[src/rtl/prog_loader_if.sv]
// Load/fetch bus between a program source, the loader and the core it feeds.
// The master drives the load stream and fetch address; the slave is the loader.
`timescale 1ns/1ps
interface prog_loader_if;
    logic        ld_start;
    logic [4:0]  ld_len;
    logic [7:0]  ld_data;
    logic        ld_valid;
    logic        ld_ready;
    logic [3:0]  addr;
    logic [45:0] line;
    logic        core_nrst;
    logic        loaded;
    logic        ld_err;

    modport master (
        output ld_start, ld_len, ld_data, ld_valid, addr,
        input  ld_ready, line, core_nrst, loaded, ld_err
    );

    modport slave (
        input  ld_start, ld_len, ld_data, ld_valid, addr,
        output ld_ready, line, core_nrst, loaded, ld_err
    );
endinterface

[src/rtl/prog_loader.sv]
// Program loader: assembles 6-byte MSB-first words into a 16 x 46-bit program
// store, holds the core in reset while loading and releases it once complete.
`timescale 1ns/1ps
module prog_loader #(
    parameter int NUM_LINES = 16
) (
    input  logic         clk,
    input  logic         nrst,
    prog_loader_if.slave bus
);

    typedef enum logic [1:0] {
        IDLE = 2'd0,
        LOAD = 2'd1,
        DONE = 2'd2
    } state_t;

    state_t      state_reg, state_next;
    logic [2:0]  byte_cnt_reg, byte_cnt_next;
    logic [3:0]  line_cnt_reg, line_cnt_next;
    logic [4:0]  len_reg, len_next;
    logic [37:0] word_reg, word_next;
    logic        err_reg, err_next;
    logic        loaded_reg, loaded_next;
    logic        core_nrst_reg, core_nrst_next;

    logic [45:0] mem [NUM_LINES];
    logic [NUM_LINES-1:0] wr_sel;
    logic [45:0] wr_word;

    logic start_ok, start_bad;
    logic last_byte, last_line;
    logic ready, xfer, wr_en;

    assign start_ok  = bus.ld_start && (bus.ld_len != 5'd0) && (bus.ld_len <= 5'd16);
    assign start_bad = bus.ld_start && !start_ok;
    assign last_byte = (byte_cnt_reg == 3'd5);
    assign last_line = ({1'b0, line_cnt_reg} == (len_reg - 5'd1));

    // byte0..byte4 minus the two discarded top bits, completed by byte5
    assign wr_word = {word_reg, bus.ld_data};

    // ---------------- FSM: state register ----------------
    always_ff @(posedge clk or negedge nrst) begin
        if (!nrst) begin
            state_reg <= IDLE;
        end else begin
            state_reg <= state_next;
        end
    end

    // ---------------- FSM: next-state logic ----------------
    always_comb begin
        state_next = state_reg;
        case (state_reg)
            IDLE, DONE: begin
                if (start_ok) begin
                    state_next = LOAD;
                end else if (start_bad) begin
                    state_next = IDLE;
                end
            end
            LOAD: begin
                if (start_ok) begin
                    state_next = LOAD;
                end else if (start_bad) begin
                    state_next = IDLE;
                end else if (wr_en && last_line) begin
                    state_next = DONE;
                end
            end
            default: state_next = IDLE;
        endcase
    end

    // ---------------- FSM: output logic ----------------
    always_comb begin
        ready          = (state_reg == LOAD);
        // a start in the same cycle wins; the byte on the bus is dropped
        xfer           = ready && bus.ld_valid && !bus.ld_start;
        wr_en          = xfer && last_byte;
        loaded_next    = (state_next == DONE);
        // falls on the edge entering LOAD, rises one edge after DONE is reached
        core_nrst_next = (state_reg == DONE) && (state_next == DONE);
    end

    // ---------------- Datapath next values ----------------
    always_comb begin
        byte_cnt_next = byte_cnt_reg;
        line_cnt_next = line_cnt_reg;
        len_next      = len_reg;
        word_next     = word_reg;
        err_next      = err_reg;

        if (start_ok) begin
            byte_cnt_next = 3'd0;
            line_cnt_next = 4'd0;
            len_next      = bus.ld_len;
            err_next      = 1'b0;
        end else if (start_bad) begin
            err_next      = 1'b1;
        end else if (xfer) begin
            if (last_byte) begin
                byte_cnt_next = 3'd0;
                if (!last_line) begin
                    line_cnt_next = line_cnt_reg + 4'd1;
                end
            end else begin
                byte_cnt_next = byte_cnt_reg + 3'd1;
            end

            if (byte_cnt_reg == 3'd0) begin
                word_next = {32'd0, bus.ld_data[5:0]};
                if (bus.ld_data[7:6] != 2'b00) begin
                    err_next = 1'b1;
                end
            end else begin
                word_next = {word_reg[29:0], bus.ld_data};
            end
        end
    end

    always_ff @(posedge clk or negedge nrst) begin
        if (!nrst) begin
            byte_cnt_reg  <= 3'd0;
            line_cnt_reg  <= 4'd0;
            len_reg       <= 5'd0;
            word_reg      <= 38'd0;
            err_reg       <= 1'b0;
            loaded_reg    <= 1'b0;
            core_nrst_reg <= 1'b0;
        end else begin
            byte_cnt_reg  <= byte_cnt_next;
            line_cnt_reg  <= line_cnt_next;
            len_reg       <= len_next;
            word_reg      <= word_next;
            err_reg       <= err_next;
            loaded_reg    <= loaded_next;
            core_nrst_reg <= core_nrst_next;
        end
    end

    // ---------------- Program store ----------------
    generate
        for (genvar gi = 0; gi < NUM_LINES; gi++) begin : g_wr_sel
            assign wr_sel[gi] = wr_en && (line_cnt_reg == gi[3:0]);
        end
    endgenerate

    always_ff @(posedge clk or negedge nrst) begin
        if (!nrst) begin
            for (int i = 0; i < NUM_LINES; i++) begin
                mem[i] <= 46'd0;
            end
        end else begin
            for (int i = 0; i < NUM_LINES; i++) begin
                if (wr_sel[i]) begin
                    mem[i] <= wr_word;
                end
            end
        end
    end

    assign bus.line      = mem[bus.addr];
    assign bus.ld_ready  = ready;
    assign bus.loaded    = loaded_reg;
    assign bus.core_nrst = core_nrst_reg;
    assign bus.ld_err    = err_reg;

endmodule

[src/flat_wrapper.sv]
// flat-port wrapper written by rule: the top's interface ports become plain ports
module prog_loader_flat 
#(
    parameter int NUM_LINES = 16
)
  (clk, nrst, bus_ld_start, bus_ld_len, bus_ld_data, bus_ld_valid, bus_addr, bus_ld_ready, bus_line, bus_core_nrst, bus_loaded, bus_ld_err);
  prog_loader_if bus_i ();
  input  logic clk;
  input  logic nrst;
  input wire logic [$bits(bus_i.ld_start)-1:0] bus_ld_start;
  input wire logic [$bits(bus_i.ld_len)-1:0] bus_ld_len;
  input wire logic [$bits(bus_i.ld_data)-1:0] bus_ld_data;
  input wire logic [$bits(bus_i.ld_valid)-1:0] bus_ld_valid;
  input wire logic [$bits(bus_i.addr)-1:0] bus_addr;
  output wire logic [$bits(bus_i.ld_ready)-1:0] bus_ld_ready;
  output wire logic [$bits(bus_i.line)-1:0] bus_line;
  output wire logic [$bits(bus_i.core_nrst)-1:0] bus_core_nrst;
  output wire logic [$bits(bus_i.loaded)-1:0] bus_loaded;
  output wire logic [$bits(bus_i.ld_err)-1:0] bus_ld_err;
  assign bus_i.ld_start = bus_ld_start;
  assign bus_i.ld_len = bus_ld_len;
  assign bus_i.ld_data = bus_ld_data;
  assign bus_i.ld_valid = bus_ld_valid;
  assign bus_i.addr = bus_addr;
  assign bus_ld_ready = bus_i.ld_ready;
  assign bus_line = bus_i.line;
  assign bus_core_nrst = bus_i.core_nrst;
  assign bus_loaded = bus_i.loaded;
  assign bus_ld_err = bus_i.ld_err;
  prog_loader #(.NUM_LINES(NUM_LINES)) u_core (.clk(clk), .nrst(nrst), .bus(bus_i));
endmodule
[config.mk]
export PLATFORM = sky130hd
export DESIGN_NAME = prog_loader_flat
export DESIGN_NICKNAME = d
export VERILOG_FILES = /design/src/rtl/prog_loader_if.sv /design/src/rtl/prog_loader.sv /design/src/flat_wrapper.sv
export SDC_FILE = /design/constraint.sdc
export NUM_CORES = 1
export LEC_CHECK = 0
export BUFFER_PORTS_ARGS = -buffer_cell sky130_fd_sc_hd__buf_2
export CAP_MARGIN = 20
export CORE_ASPECT_RATIO = 1.1
export CORE_UTILIZATION = 57
export DETAILED_ROUTE_END_ITERATION = 16
export GPL_TIMING_DRIVEN = 0
export PLACE_DENSITY = 0.7
export RECOVER_POWER = 50
export SKIP_CTS_REPAIR_TIMING = 1
export SLEW_MARGIN = 20
export SYNTH_ARGS = -nofsm -noshare
export SYNTH_HDL_FRONTEND = slang
export SYNTH_SLANG_ARGS = --single-unit
[constraint.sdc]
create_clock -name clk -period 6.3 [get_ports clk]
set_clock_uncertainty 0.15 [all_clocks]
set_input_delay 0.945 -clock clk [delete_from_list [all_inputs] [get_ports clk]]
set_output_delay 0.945 -clock clk [all_outputs]
set_load 0.05 [all_outputs]
# After elaboration in Yosys (flattened, before gate mapping)
# Index checks and enable logic that the tools add are counted.
[word_totals] register_bits=791 input_bits=21 output_inout_bits=50 wordCells=119
[classes] n_addsub=3 magnitude_cmp=2 n_eq_ne=22 n_mux=24 bitwise_logic=3 reduce_logical=41
[op_table] cell="binary-select mux 46 bit (select 4 bit)" count=1
[op_table] cell="two-way mux 46 bit" count=2
[op_table] cell="two-way mux 38 bit" count=1
[op_table] cell="== test 4 bit, second input constant" count=8
[op_table] cell="logical AND 1 bit" count=24
[op_table] cell="two-way mux 4 bit" count=5
[op_table] cell="== test 4 x 3 -> 1 bit, second input constant" count=4
[op_table] cell="two-way mux 3 bit" count=4
[op_table] cell="two-way mux 2 bit" count=5
[op_table] cell="nonzero test 3 bit" count=3
[op_table] cell="== test 4 x 2 -> 1 bit, second input constant" count=2
[op_table] cell="AND reduction 3 bit" count=2
[op_table] cell="nonzero test 2 bit" count=3
[op_table] cell="== test 4 x 5 -> 1 bit" count=1
[op_table] cell="greater-or-equal comparator 5 bit, second input constant" count=1
[op_table] cell="<= comparator 5 bit, second input constant" count=1
[op_table] cell="two-way mux 1 bit" count=5
[op_table] cell="NOT 4 -> 5 bit" count=1
[op_table] cell="nonzero test 5 bit" count=1
[op_table] cell="subtractor 5 x 1 -> 5 bit, second input constant" count=1
[op_table] cell="adder 4 x 1 -> 4 bit, second input constant" count=1
[op_table] cell="== test 2 bit, second input constant" count=2
[op_table] cell="== test 4 x 1 -> 1 bit, second input constant" count=1
[op_table] cell="logical NOT 4 bit" count=1
[op_table] cell="other kinds (12)" count=15

# Longest topological paths before layout
[depth] ltp_word=11 mapped_depth=8 depth_no_buf=7

# Least setup slack after synthesis
# Ideal clock, no wire load.
[synth_timing] kind="input to output" startpoint="input port bus_addr[0]" endpoint="output port bus_line[0]" arrival_time_ns=2.972 required_time_ns=5.205 setup_slack_ns=2.233 cell_stages=5 path_buffers=3 path_cell_list="clkbuf_1 buf_2 buf_1 mux4_2 mux4_2"
[synth_between] elab_chain_cells=4
[synth_rtl] item="from (decl)" line="flat_wrapper.sv:14" rtl="input wire logic [$bits(bus_i.addr)-1:0] bus_addr;"
[synth_rtl] item="NOT 4 -> 5 bit (not written as such)" line="prog_loader.sv:164" rtl="assign bus.line = mem[bus.addr];"
[synth_rtl] item="binary-select mux 46 bit (select 4 bit)" line="prog_loader.sv:164"
[synth_rtl] item="two-way mux 46 bit (not written as such) (2 in series)" line="prog_loader.sv:164"
[synth_rtl] item="to (decl)" line="flat_wrapper.sv:16" rtl="output wire logic [$bits(bus_i.line)-1:0] bus_line;"
# No other way between the ends. The select of a mux whose other input is x is not followed.

# Final worst setup path
# Same ends and word-level chain as after synthesis.

==> run metrics <==
outcome=finished, violations left; failing checks=design-rule violations, max-capacitance violations, max-slew violations; pwr/cell area=266 mW/mm^2; number of flops mapped to enable cells by yosys=0; Peak VDD IR=220 uV; CTS root buf=clkbuf_16; grt ovf=0; initial antenna violation count=3; Mapped Area=0.0351 sq mm; CP Max Fanout=10; TritonCTS clock tree=built; first-pass GRT wire length=133000 um; placed cell areas=0.0367 sq mm; Post-DP HPWL=55400 um; Initial DRT Pass Iterations=11; post-synthesis async set-or-reset flop share=1.00; Final setup viols=0; crit path DAT=3.87 ns; yosys warns=0; Top Ports=71; flops & latches, synth=791; clk buf depth=3; Post-Syn Nets=2106; Worst path slowest cell=clkbuf_1; Tcrit/Tclk final=0.787; Initial Util=0.576; most frequent cells in the layout=dfrtp_1, mux2_2, mux4_2; CP max stage delay=0.73 ns; Tmin final=4.96 ns; Vias=19500; Non-Filler Instances=3123; ys flop type=dfrtp_1; Mapped Cells=2080; synth top area cells=dfrtp_1, mux2_2, mux4_2, clkbuf_1, buf_2; maxcap violations=3; fillers=4447; commonest non-fill, non-tap cell in the layout=dfrtp_1; proportion of layout cells with a drive suffix above 1=0.545; Slew HR=-1.11; Setup WS post-layout=1.34 ns; Worst-path clk slew=0.06 ns; Pwr Total=10.4 mW; Skew-Pair Late Insertion Delay=0.62 ns; GRT Total Usage=0.290; fmax=0.202 GHz; final instance area=0.0393 sq mm; drt drc=2; pre-CTS WS=1.34 ns; crit end category=output pin; CTS Sinks=791; RSZ-0062 raised after global routing=false; P&R area growth vs syn=11.7%; Mapped Avg Cell Area=16.9 sq um; Die ar.=0.0627 sq mm; Cell variety after synth=46; max reg flops=736; pin count of the biggest net entering global routing=107; top cell type's share of synthesized area=0.563; die height=262 um; 1st-iter DRT viols=1297; final wirelength=87100 um; Req. time, crit path=5.20 ns; Pleak=19.3 nW; Yosys top cell by area=dfrtp_1; crit path cell chain=clkbuf_1 > clkbuf_1 > buf_2 > mux4_2 > mux4_2 > buf_2; Final nets=2262; hold crit path type=input pin to asynchronous set/reset pin; antenna-violating nets left=0; Inst Count DP=2977; critical path class=input pin to output pin; H-tree levels=3; die width=239 um; Slew Limit Fails=259; r2r setup slk=2.70 ns; PortBufs=65; Startpoint Class=input pin; Final GP Congestion=0.780; number of vias per cell=6.25; CTS Buf Count=81; Rows=95; antenna fix cells=0; post-synthesis sequential area ratio=0.563; Routed WL per cell=27.9 um; vias in the first global route=21200; core area=0.0610 sq mm; final hold violations=0; Least-Margin Pin Slew=3.16 ns
-- logic make-up (layout without fill, tap and decap cells) --
logic type / after synthesis / after routing / share of synthesized area
and+or+nand+nor: 71 / 71 / 0.0122
adders and majority gates: 5 / 5 / 0.00178
xor gates and xnor gates: 5 / 5 / 0.00125
DFF: 791 / 791 / 0.563
muxes: 973 / 973 / 0.385
AOI/OAI and AO/OA: 50 / 50 / 0.0115
buffers and inverters: 185 / 404 / 0.0247
-- where the power goes --
part	total (mW)	internal [mW]	switching (mW)
clock network	4.75	2.78	1.98
registers	5.18	5.11	0.0644
logic	0.496	0.131	0.364
total	10.4	8.02	2.40
-- metrics by stage --
stage                     TNS [ns]  utilization  hold slack (ns)
after floorplan                  0            -            0.309
after global placement    -9126.31        0.599            0.318
after detailed placement         0        0.603            0.331
after CTS                        0        0.646            0.233
after global routing             0        0.644            0.253
final                            0        0.644            0.198
-- per-layer routing --
metal	routed length (um)	vias to the layer above	share of wire	GRT usage
met5	30	-	0.00034	0
met4	2710	6	0.031	0.0996
met3	4000	160	0.046	0.0480
met2	43800	462	0.50	0.475
met1	36500	10700	0.42	0.395
li1	-	8138	-	-
-- final cells by class --
class / instances / area [sq um] / area share
plain buffers: 179 / 856 / 0.0218
clock buffers: 128 / 2520 / 0.0642
clock inverters: 18 / 125 / 0.00319
inverters: 6 / 22.5 / 0.000574
multi-input cells: 1104 / 14400 / 0.367
flip-flops and latches: 791 / 19800 / 0.504
well taps: 824 / 1030 / 0.0263
repair buffers: 73 / 482 / 0.0123
-- cells in the mapped netlist, types with 2 or more instances --
| library cell | n |
|---|---|
| nor3b_1 | 3 |
| nor2b_1 | 5 |
| nand2_1 | 25 |
| and2_0 | 3 |
| o31ai_1 | 2 |
| nor3b_4 | 2 |
| ha_1 | 5 |
| buf_2 | 64 |
| clkbuf_1 | 87 |
| xor2_1 | 2 |
| dfrtp_1 | 791 |
| o21ai_0 | 3 |
| nand3_2 | 2 |
| xnor2_1 | 3 |
| a22o_1 | 33 |
| mux2_2 | 738 |
| nor3_1 | 2 |
| buf_6 | 12 |
| buf_1 | 15 |
| mux2_1 | 4 |
| mux4_2 | 230 |
| nand2_2 | 7 |
| inv_1 | 6 |
| nor2_1 | 5 |
| a21boi_0 | 2 |
| a21oi_1 | 4 |
| nand3_1 | 2 |
| a21o_1 | 2 |
| nand2b_1 | 4 |
-- worst max-delay path: cells and delay by family --
kind / cells / cell delay, ns
buffers and inverters: 4 / 1.77
multiplexers: 2 / 1.14
-- final timing paths --
kind / cells past startpoint / to / from
hold reg to reg: 1 / u_core.mem[245]$_DFFE_PN0P_ / u_core.mem[245]$_DFFE_PN0P_
hold / removal: 1 / u_core.mem[180]$_DFFE_PN0P_ / nrst
min in group clk: 1 / u_core.mem[245]$_DFFE_PN0P_ / u_core.mem[245]$_DFFE_PN0P_
setup reg to reg: 7 / u_core.mem[246]$_DFFE_PN0P_ / u_core.state_reg[1]$_DFF_PN0_
setup / recovery: 6 / bus_line[0] / bus_addr[0]
max in group asynchronous: 4 / u_core.mem[432]$_DFFE_PN0P_ / nrst
Power figures use the tool's default switching activity.
